[src/rtl/reg_wb_pkg.sv]
// rtl/reg_wb_pkg.sv - shared register-file writeback constants and helpers
package reg_wb_pkg;

  localparam int ADDR_W   = 5;
  localparam int DATA_W   = 32;
  localparam int NUM_REGS = 1 << ADDR_W;

  localparam logic [ADDR_W-1:0] REG_ZERO = '0;

  // Index width for an n-way selector; never narrower than one bit.
  function automatic int idx_w(input int n);
    return (n > 1) ? $clog2(n) : 1;
  endfunction

endpackage

[src/rtl/reg_wb_arbiter_if.sv]
// rtl/reg_wb_arbiter_if.sv - writeback requester, issue-mark and register-file port bundle
interface reg_wb_arbiter_if #(
  parameter int NUM_REQ = 3
);
  import reg_wb_pkg::*;

  logic [NUM_REQ-1:0]        req_valid_i;
  logic [NUM_REQ*ADDR_W-1:0] req_addr_i;
  logic [NUM_REQ*DATA_W-1:0] req_data_i;
  logic [NUM_REQ-1:0]        req_ready_o;
  logic                      wb_hold_i;
  logic                      mark_valid_i;
  logic [ADDR_W-1:0]         mark_addr_i;
  logic [NUM_REGS-1:0]       busy_o;
  logic                      RegWrite_o;
  logic [ADDR_W-1:0]         RDaddr_o;
  logic [DATA_W-1:0]         RDdata_o;

  modport master (
    output req_valid_i, req_addr_i, req_data_i, wb_hold_i, mark_valid_i, mark_addr_i,
    input  req_ready_o, busy_o, RegWrite_o, RDaddr_o, RDdata_o
  );

  modport slave (
    input  req_valid_i, req_addr_i, req_data_i, wb_hold_i, mark_valid_i, mark_addr_i,
    output req_ready_o, busy_o, RegWrite_o, RDaddr_o, RDdata_o
  );

endinterface

[src/rtl/rr_arbiter.sv]
// rtl/rr_arbiter.sv - generic N-way round-robin arbiter with hold
module rr_arbiter #(
  parameter int N     = 3,
  parameter int IDX_W = (N > 1) ? $clog2(N) : 1
) (
  input  logic             clk_i,
  input  logic             rst_i,
  input  logic [N-1:0]     req_i,
  input  logic             hold_i,
  output logic [N-1:0]     grant_o,
  output logic [IDX_W-1:0] idx_o
);

  logic [IDX_W-1:0] ptr_q;
  logic [IDX_W:0]   cand;
  logic             found;

  // Search upward from the pointer, wrapping at N; first valid requester wins.
  always_comb begin
    found = 1'b0;
    idx_o = '0;
    cand  = '0;
    for (int i = 0; i < N; i++) begin
      cand = {1'b0, ptr_q} + (IDX_W+1)'(i);
      if (cand >= (IDX_W+1)'(N)) cand = cand - (IDX_W+1)'(N);
      if (!found && req_i[cand[IDX_W-1:0]]) begin
        found = 1'b1;
        idx_o = cand[IDX_W-1:0];
      end
    end
  end

  assign grant_o = (found && !hold_i) ? (N'(1) << idx_o) : '0;

  always_ff @(posedge clk_i) begin
    if (rst_i) begin
      ptr_q <= '0;
    end else if (|grant_o) begin
      ptr_q <= (idx_o == IDX_W'(N-1)) ? '0 : idx_o + 1'b1;
    end
  end

endmodule

[src/rtl/reg_wb_arbiter.sv]
// rtl/reg_wb_arbiter.sv - register-file write-port arbiter with busy scoreboard
module reg_wb_arbiter
  import reg_wb_pkg::*;
#(
  parameter int NUM_REQ = 3
) (
  input logic           clk_i,
  input logic           rst_i,
  reg_wb_arbiter_if.slave bus
);

  localparam int IDX_W = idx_w(NUM_REQ);

  logic [NUM_REQ-1:0]  grant;
  logic [IDX_W-1:0]    win_idx;
  logic                xfer;
  logic [ADDR_W-1:0]   win_addr;
  logic [DATA_W-1:0]   win_data;
  logic [NUM_REGS-1:0] busy_q;
  logic [NUM_REGS-1:0] busy_nxt;
  logic                reg_write_q;
  logic [ADDR_W-1:0]   rd_addr_q;
  logic [DATA_W-1:0]   rd_data_q;

  // Reset is folded into hold so nothing handshakes while rst_i is high.
  rr_arbiter #(
    .N     (NUM_REQ),
    .IDX_W (IDX_W)
  ) u_rr (
    .clk_i   (clk_i),
    .rst_i   (rst_i),
    .req_i   (bus.req_valid_i),
    .hold_i  (bus.wb_hold_i | rst_i),
    .grant_o (grant),
    .idx_o   (win_idx)
  );

  assign xfer     = |grant;
  assign win_addr = bus.req_addr_i[int'(win_idx)*ADDR_W +: ADDR_W];
  assign win_data = bus.req_data_i[int'(win_idx)*DATA_W +: DATA_W];

  // Clear before set so a same-cycle re-mark keeps the new producer outstanding.
  always_comb begin
    busy_nxt = busy_q;
    if (xfer) busy_nxt[win_addr] = 1'b0;
    if (bus.mark_valid_i && bus.mark_addr_i != REG_ZERO) busy_nxt[bus.mark_addr_i] = 1'b1;
    busy_nxt[0] = 1'b0;
  end

  always_ff @(posedge clk_i) begin
    if (rst_i) begin
      busy_q      <= '0;
      reg_write_q <= 1'b0;
      rd_addr_q   <= '0;
      rd_data_q   <= '0;
    end else begin
      busy_q      <= busy_nxt;
      reg_write_q <= xfer && (win_addr != REG_ZERO);
      if (xfer) begin
        rd_addr_q <= win_addr;
        rd_data_q <= win_data;
      end
    end
  end

  assign bus.req_ready_o = grant;
  assign bus.busy_o      = busy_q;
  assign bus.RegWrite_o  = reg_write_q;
  assign bus.RDaddr_o    = rd_addr_q;
  assign bus.RDdata_o    = rd_data_q;

endmodule

[src/flat_wrapper.sv]
// flat-port wrapper written by rule: the top's interface ports become plain ports
module reg_wb_arbiter_flat import reg_wb_pkg::*;
#(
  parameter int NUM_REQ = 3
)
  (clk_i, rst_i, bus_req_valid_i, bus_req_addr_i, bus_req_data_i, bus_wb_hold_i, bus_mark_valid_i, bus_mark_addr_i, bus_req_ready_o, bus_busy_o, bus_RegWrite_o, bus_RDaddr_o, bus_RDdata_o);
  reg_wb_arbiter_if #(.NUM_REQ(NUM_REQ)) bus_i ();
  input logic clk_i;
  input logic rst_i;
  input wire logic [$bits(bus_i.req_valid_i)-1:0] bus_req_valid_i;
  input wire logic [$bits(bus_i.req_addr_i)-1:0] bus_req_addr_i;
  input wire logic [$bits(bus_i.req_data_i)-1:0] bus_req_data_i;
  input wire logic [$bits(bus_i.wb_hold_i)-1:0] bus_wb_hold_i;
  input wire logic [$bits(bus_i.mark_valid_i)-1:0] bus_mark_valid_i;
  input wire logic [$bits(bus_i.mark_addr_i)-1:0] bus_mark_addr_i;
  output wire logic [$bits(bus_i.req_ready_o)-1:0] bus_req_ready_o;
  output wire logic [$bits(bus_i.busy_o)-1:0] bus_busy_o;
  output wire logic [$bits(bus_i.RegWrite_o)-1:0] bus_RegWrite_o;
  output wire logic [$bits(bus_i.RDaddr_o)-1:0] bus_RDaddr_o;
  output wire logic [$bits(bus_i.RDdata_o)-1:0] bus_RDdata_o;
  assign bus_i.req_valid_i = bus_req_valid_i;
  assign bus_i.req_addr_i = bus_req_addr_i;
  assign bus_i.req_data_i = bus_req_data_i;
  assign bus_i.wb_hold_i = bus_wb_hold_i;
  assign bus_i.mark_valid_i = bus_mark_valid_i;
  assign bus_i.mark_addr_i = bus_mark_addr_i;
  assign bus_req_ready_o = bus_i.req_ready_o;
  assign bus_busy_o = bus_i.busy_o;
  assign bus_RegWrite_o = bus_i.RegWrite_o;
  assign bus_RDaddr_o = bus_i.RDaddr_o;
  assign bus_RDdata_o = bus_i.RDdata_o;
  reg_wb_arbiter #(.NUM_REQ(NUM_REQ)) u_core (.clk_i(clk_i), .rst_i(rst_i), .bus(bus_i));
endmodule
[config.mk]
export PLATFORM = sky130hd
export DESIGN_NAME = reg_wb_arbiter_flat
export DESIGN_NICKNAME = d
export VERILOG_FILES = /design/src/rtl/reg_wb_pkg.sv /design/src/rtl/reg_wb_arbiter_if.sv /design/src/rtl/rr_arbiter.sv /design/src/rtl/reg_wb_arbiter.sv /design/src/flat_wrapper.sv
export SDC_FILE = /design/constraint.sdc
export NUM_CORES = 1
export LEC_CHECK = 0
export CAP_MARGIN = 20
export CELL_PAD_IN_SITES_DETAIL_PLACEMENT = 1
export CELL_PAD_IN_SITES_GLOBAL_PLACEMENT = 2
export CORE_ASPECT_RATIO = 1.1
export CORE_MARGIN = 8
export CORE_UTILIZATION = 33
export DETAILED_ROUTE_END_ITERATION = 12
export DONT_BUFFER_PORTS = 1
export GPL_ROUTABILITY_DRIVEN = 0
export MAX_ROUTING_LAYER = met4
export PLACE_DENSITY = 0.88
export SLEW_MARGIN = 25
export SYNTH_ARGS = -nofsm -noshare
export SYNTH_HDL_FRONTEND = slang
export SYNTH_SLANG_ARGS = --single-unit
export TNS_END_PERCENT = 1
[constraint.sdc]
create_clock -name clk_i -period 3.98 [get_ports clk_i]
set_input_delay 0.995 -clock clk_i [delete_from_list [all_inputs] [get_ports clk_i]]
set_output_delay 0.995 -clock clk_i [all_outputs]
set_load 0.05 [all_outputs]
**Yosys cells after proc, flatten, opt, wreduce, memory -nomap -nowiden**

Cells that the tools add are included.

- Add/sub/neg operators: 6
- Reductions and logical operators: 13
- Order comparisons: 10
- $mul: 1
- Multiplexer cells: 23
- Bitwise gates (word level): 4
- Eq/ne operators: 1
- Shift operators: 3

Operators with widths:

| operator | number |
|---|---|
| $shiftx A96 B8 Y32 | 1 |
| $mux W32 | 2 |
| $and A32 B32 Y32 | 1 |
| $not A32 Y32 | 1 |
| $or A32 B32 Y32 | 1 |
| $shiftx A15 B32 Y5 | 1 |
| $mux W2 | 7 |
| $lt A5 B6 Y1 const B | 2 |
| $demux W1 S5 | 2 |
| $ge A5 B1 Y1 const B | 2 |
| $reduce_bool A5 Y1 | 2 |
| $lt A2 B3 Y1 const B | 3 |
| $mux W1 | 8 |
| $logic_and A1 B1 Y1 | 7 |
| $bmux W1 S2 | 3 |
| $ge A3 B2 Y1 const B | 2 |
| $sub A2 B2 Y2 const B | 3 |
| $mul A2 B3 Y5 const B | 1 |
| $add A2 B1 Y3 const B | 1 |
| $add A2 B2 Y3 const B | 1 |
| $logic_not A1 Y1 | 3 |
| $mux W3 | 1 |
| $reduce_or A3 Y1 | 1 |
| $shl A1 B2 Y3 const A | 1 |
| 4 further kinds | 4 |

- Bits in registers: 72

**Longest topological paths before layout**

- Depth after elaboration: 22
- Gate-level depth with buffers: 12
- Depth with buffers taken out: 9

**Cells and area by module**

A second synthesis with hierarchy kept.

- Cells, all modules: 495
- Area, all modules: 4035.1 sq um

By module, submodules not included:

| module | area an instance (sq um) | sequential area each (sq um) | times used | cells each |
|---|---|---|---|---|
| reg_wb_arbiter | 3641.0 | 1381.3 | 1 | 446 |
| rr_arbiter | 394.1 | 40.0 | 1 | 49 |

**Worst setup path before layout**

OpenSTA, ideal clock, no wires.

- Kind: input to output
- Start point: input bus_req_valid_i[1]
- End point: output bus_req_ready_o[1]
- Path slack: 152 ps
- Data arrival time: 2833 ps
- Data required time: 2985 ps
- Stages: 7
- Cells stage by stage: nor2b_1 o21ai_1 a311oi_4 nor2_2 buf_2 clkbuf_1 and3_1

- Cells in the longest elaborated chain, start to end: 11
- Elaborated cells between the ends (all ways): 19
- Those cells by class: shift: 1; mux: 13; reduce/logical: 5

RTL lines:

| what | line | source |
|---|---|---|
| from (decl) | flat_wrapper.sv:10 | `input wire logic [$bits(bus_i.req_valid_i)-1:0] bus_req_valid_i;` |
| $bmux W1 S2 | rr_arbiter.sv:26 | `if (!found && req_i[cand[IDX_W-1:0]]) begin` |
| $mux W1 (not written as such) | rr_arbiter.sv:26 |  |
| $mux W1 | rr_arbiter.sv:26 |  |
| $logic_not A1 Y1 | rr_arbiter.sv:26 |  |
| $logic_and A1 B1 Y1 | rr_arbiter.sv:26 |  |
| $mux W1 | rr_arbiter.sv:26 |  |
| $logic_not A1 Y1 | rr_arbiter.sv:26 |  |
| $logic_and A1 B1 Y1 | rr_arbiter.sv:26 |  |
| $mux W2 / $mux W1 (equally long branches) | rr_arbiter.sv:26 |  |
| $shl A1 B2 Y3 / $logic_and A1 B1 Y1 (equally long branches) | rr_arbiter.sv:33 | `assign grant_o = (found && !hold_i) ? (N'(1) << idx_o) : '0;` |
| $mux W3 (*) | rr_arbiter.sv:33 |  |
| to (decl) | flat_wrapper.sv:16 | `output wire logic [$bits(bus_i.req_ready_o)-1:0] bus_req_ready_o;` |

Mark *: on every way between the ends. The rest lies on a longest branch, timed or not. The select of a mux whose other input is x is not followed.

**Final worst setup path**

- Start point: register u_core.u_rr.ptr_q[0]
- End point: output bus_req_ready_o[0]

- Cells in the longest elaborated chain, start to end: 13
- Elaborated cells between the ends (all ways): 30
- Those cells by class: add/sub: 5; order compare: 3; shift: 1; mux: 16; reduce/logical: 5

RTL lines:

| what | line | source |
|---|---|---|
| from (decl) | rr_arbiter.sv:14 | `logic [IDX_W-1:0] ptr_q;` |
| from (signal assigned) | rr_arbiter.sv:39 | `ptr_q <= (idx_o == IDX_W'(N-1)) ? '0 : idx_o + 1'b1;` |
| branches (longest 12 deep; another with $add A2 B1 Y3) | - |  |
| $mux W3 (*) | rr_arbiter.sv:33 |  |

Every way passes the cells marked *. The select of a mux whose other input is x is not followed.

==> results.json <==
{
  "finalSetupViolCount": 0,
  "fin_crit_sh_pct": 96.1,
  "drc": 0,
  "hold_violations": 0,
  "drv_cap": 0,
  "layout_commonest_cell": "nand2_1",
  "worstPathRequired_ps": 2980,
  "wirelength_mm": 15.3,
  "drv_slew": 0,
  "critPathArrivalTime_ps": 2830,
  "core_sq_mm": 0.0124,
  "postCtsHoldBufs": 0,
  "post_synth_instance_area_sq_mm": 0.00414,
  "start_util_pct": 33.3,
  "drtIter0Drc": 233,
  "grt_pass1_wl_mm": 23.5,
  "hold_slack_ps": 499,
  "skew_ps": 5.99,
  "syn_inst": 555,
  "power_density_mw_per_mm2": 481,
  "ios": 196,
  "dp_hpwl_mm": 11.3,
  "cts_root_buffer": "clkbuf_16",
  "cpMaxStageDelayCell": "a311oi_4",
  "yosys_register_bits": 71,
  "fill_cells": 1516,
  "crit_family": "buffers and inverters",
  "cp_common_cell": "inv_1",
  "crit_type": "reg -> out",
  "crit_path_cell_trace": "inv_1 > ha_1 > inv_2 > mux2i_4 > nor2_1 > a311oi_4 > nand3_1 > inv_1",
  "num_rows": 43,
  "antenna_found_initial": 0,
  "ant_nets": 0,
  "routed_via_density": 6.00,
  "finalCriticalPeriod_ps": 3830,
  "worst_slew_pin_slew_ps": 744,
  "syn2layout_area_growth_pct": 8.59,
  "dieArea_sq_mm": 0.0164,
  "num_antenna_cells": 0,
  "ctsHtreeMaxLevel": 3,
  "max-slew-margin-rel_pct": 50.1,
  "rsz0062_at_grt": "true",
  "hold_class": "reg -> reg",
  "p_leak_nw": 1.50,
  "overflow": 0,
  "vdd_drop_max_mv": 0.252,
  "first_pass_iters": 4,
  "cp-end-kind": "output pin",
  "fmax_mhz": 261,
  "cts.sinks": 71,
  "grt_max_degree": 72,
  "async_flop_share_pct": 0,
  "synth_edf_count": 0,
  "startpoint_type": "flop",
  "insertion_delay_ps": 340,
  "power.total_mw": 2.16,
  "io_buffers": 0,
  "clockBufferDepth": 2,
  "crit_buf_inv": 3,
  "clk_pin_slew_ps": 50,
  "final_cell_mix": "110 x nand2_1, 103 x nor2_1, 71 x dfxtp_1",
  "syn-num-nets": 682,
  "die_y_um": 133,
  "layout-drive-gt1-share_pct": 7.65,
  "vias": 4159,
  "synth_area_per_cell_sq_um": 7.46,
  "synth.distinct_cells": 52,
  "cts_tree": "built",
  "cpPeakStageDelay_ps": 450,
  "cts_inserted_buffers": 9,
  "grt_pass1_vias": 4318,
  "die_w_um": 123,
  "ys_warn_count": 0,
  "outcome": "completed",
  "synth_seq_area_share_pct": 34.4,
  "path_max_fanout": 8,
  "final_nets": 658,
  "wire_per_inst_um": 22.1,
  "synth_flop_cell": "dfxtp_1",
  "track_usage_pct": 18.6
}
-- worst min-delay path: stages, from the launching register on --
cell,delay [ps]
dfxtp_1,340
nand2_1,60
a21oi_1,60
-- cell usage after synthesis, types with 2 or more instances --
cell type | instances | area (sq um)
o21ai_0 | 3 | 15.0
nand4_1 | 2 | 12.5
nand2b_1 | 5 | 31.3
a2bb2oi_1 | 2 | 17.5
buf_1 | 3 | 11.3
a21o_1 | 2 | 15.0
buf_2 | 10 | 50.1
ha_1 | 4 | 50.1
a211o_1 | 2 | 17.5
nor3_1 | 9 | 45.0
inv_1 | 4 | 15.0
o22a_1 | 2 | 17.5
nor3b_1 | 3 | 22.5
buf_6 | 3 | 33.8
dfxtp_1 | 71 | 1420
a211oi_1 | 33 | 248
nor4_1 | 33 | 206
buf_4 | 3 | 22.5
nor2_1 | 104 | 390
o21ai_1 | 2 | 10.0
a311oi_4 | 2 | 52.6
a21oi_1 | 37 | 185
nor2b_1 | 7 | 43.8
mux2i_1 | 7 | 70.1
clkbuf_1 | 24 | 90.1
nand3_1 | 7 | 35.0
a21boi_0 | 2 | 15.0
nor3_2 | 2 | 20.0
nand2_1 | 110 | 413
a311o_1 | 35 | 350
-- routing by layer --
metal | vias up | global-route usage, % | share of wire, %
met5 | - | - | 0
met4 | 0 | 8.07 | 2.2
met3 | 23 | 5.08 | 7.0
met2 | 126 | 30.3 | 50
met1 | 2054 | 20.9 | 40
li1 | 1956 | - | -
-- cell families after synthesis --
logic type	count (synthesis)	synth area share, %
other cells	1	0.0906
fa+ha+maj	4	1.21
flops	71	34.4
simple gates	287	30.3
mux	9	2.51
compound gates	135	26.1
buf+inv	48	5.47
-- per-stage QoR --
step / util (%) / instance area, sq um / setup TNS [ps] / worst slack [ps] / std cells
2_1_floorplan: - / 4140 / 0 / 152 / 555
3_3_place_gp: 33.8 / 4200 / 0 / 416 / 676
4_1_cts: 36.1 / 4480 / 0 / 9.36 / 692
3_5_place_dp: 33.8 / 4200 / 0 / 363 / 676
6_report: 36.2 / 4490 / 0 / 155 / 693
5_1_grt: 36.2 / 4490 / -77.7 / -65.8 / 693
-- cell type report --
| cell class | count | area, sq um | share of cell area [%] |
|---|---|---|---|
| clock inverters | 5 | 32.5 | 0.724 |
| flip-flops and latches | 71 | 1420 | 31.6 |
| well taps | 157 | 196 | 4.37 |
| multi-input cells | 436 | 2500 | 55.6 |
| clock buffers | 11 | 253 | 5.63 |
| inverters | 5 | 18.8 | 0.418 |
| repair buffers | 8 | 72.6 | 1.62 |
-- registers in the layout, summed over array words and instances, names as in the netlist --
signal,count
u_core.bus.RDaddr_o,5
u_core.bus.RegWrite_o,1
u_core.bus.busy_o,31
u_core.u_rr.ptr_q,2
u_core.bus.RDdata_o,32
-- power breakdown --
part	total (mW)	internal (mW)	switching [mW]	leakage, nW
Combinational	0.481	0.148	0.334	0.789
Sequential	0.904	0.749	0.156	0.576
Clock	0.774	0.453	0.320	0.134
-- worst paths after layout --
| kind | from | to | slack, ps | depth (start not counted) |
|---|---|---|---|---|
| setup / recovery | u_core.u_rr.ptr_q[0] | bus_req_ready_o[0] | 150 | 8 |
| hold / removal | u_core.u_rr.ptr_q[1] | u_core.u_rr.ptr_q[1] | 500 | 2 |
| setup reg to reg | u_core.u_rr.ptr_q[0] | u_core.bus.busy_o[9] | 660 | 10 |
| hold reg to reg | u_core.u_rr.ptr_q[1] | u_core.u_rr.ptr_q[1] | 500 | 2 |
-- repair_timing --
item | CTS | global route
setup endpoints to repair | 0 | 3
setup buffers | 0 | 0
gates resized for setup | 0 | 1
No activity file was read; power rests on OpenSTA's default activity.
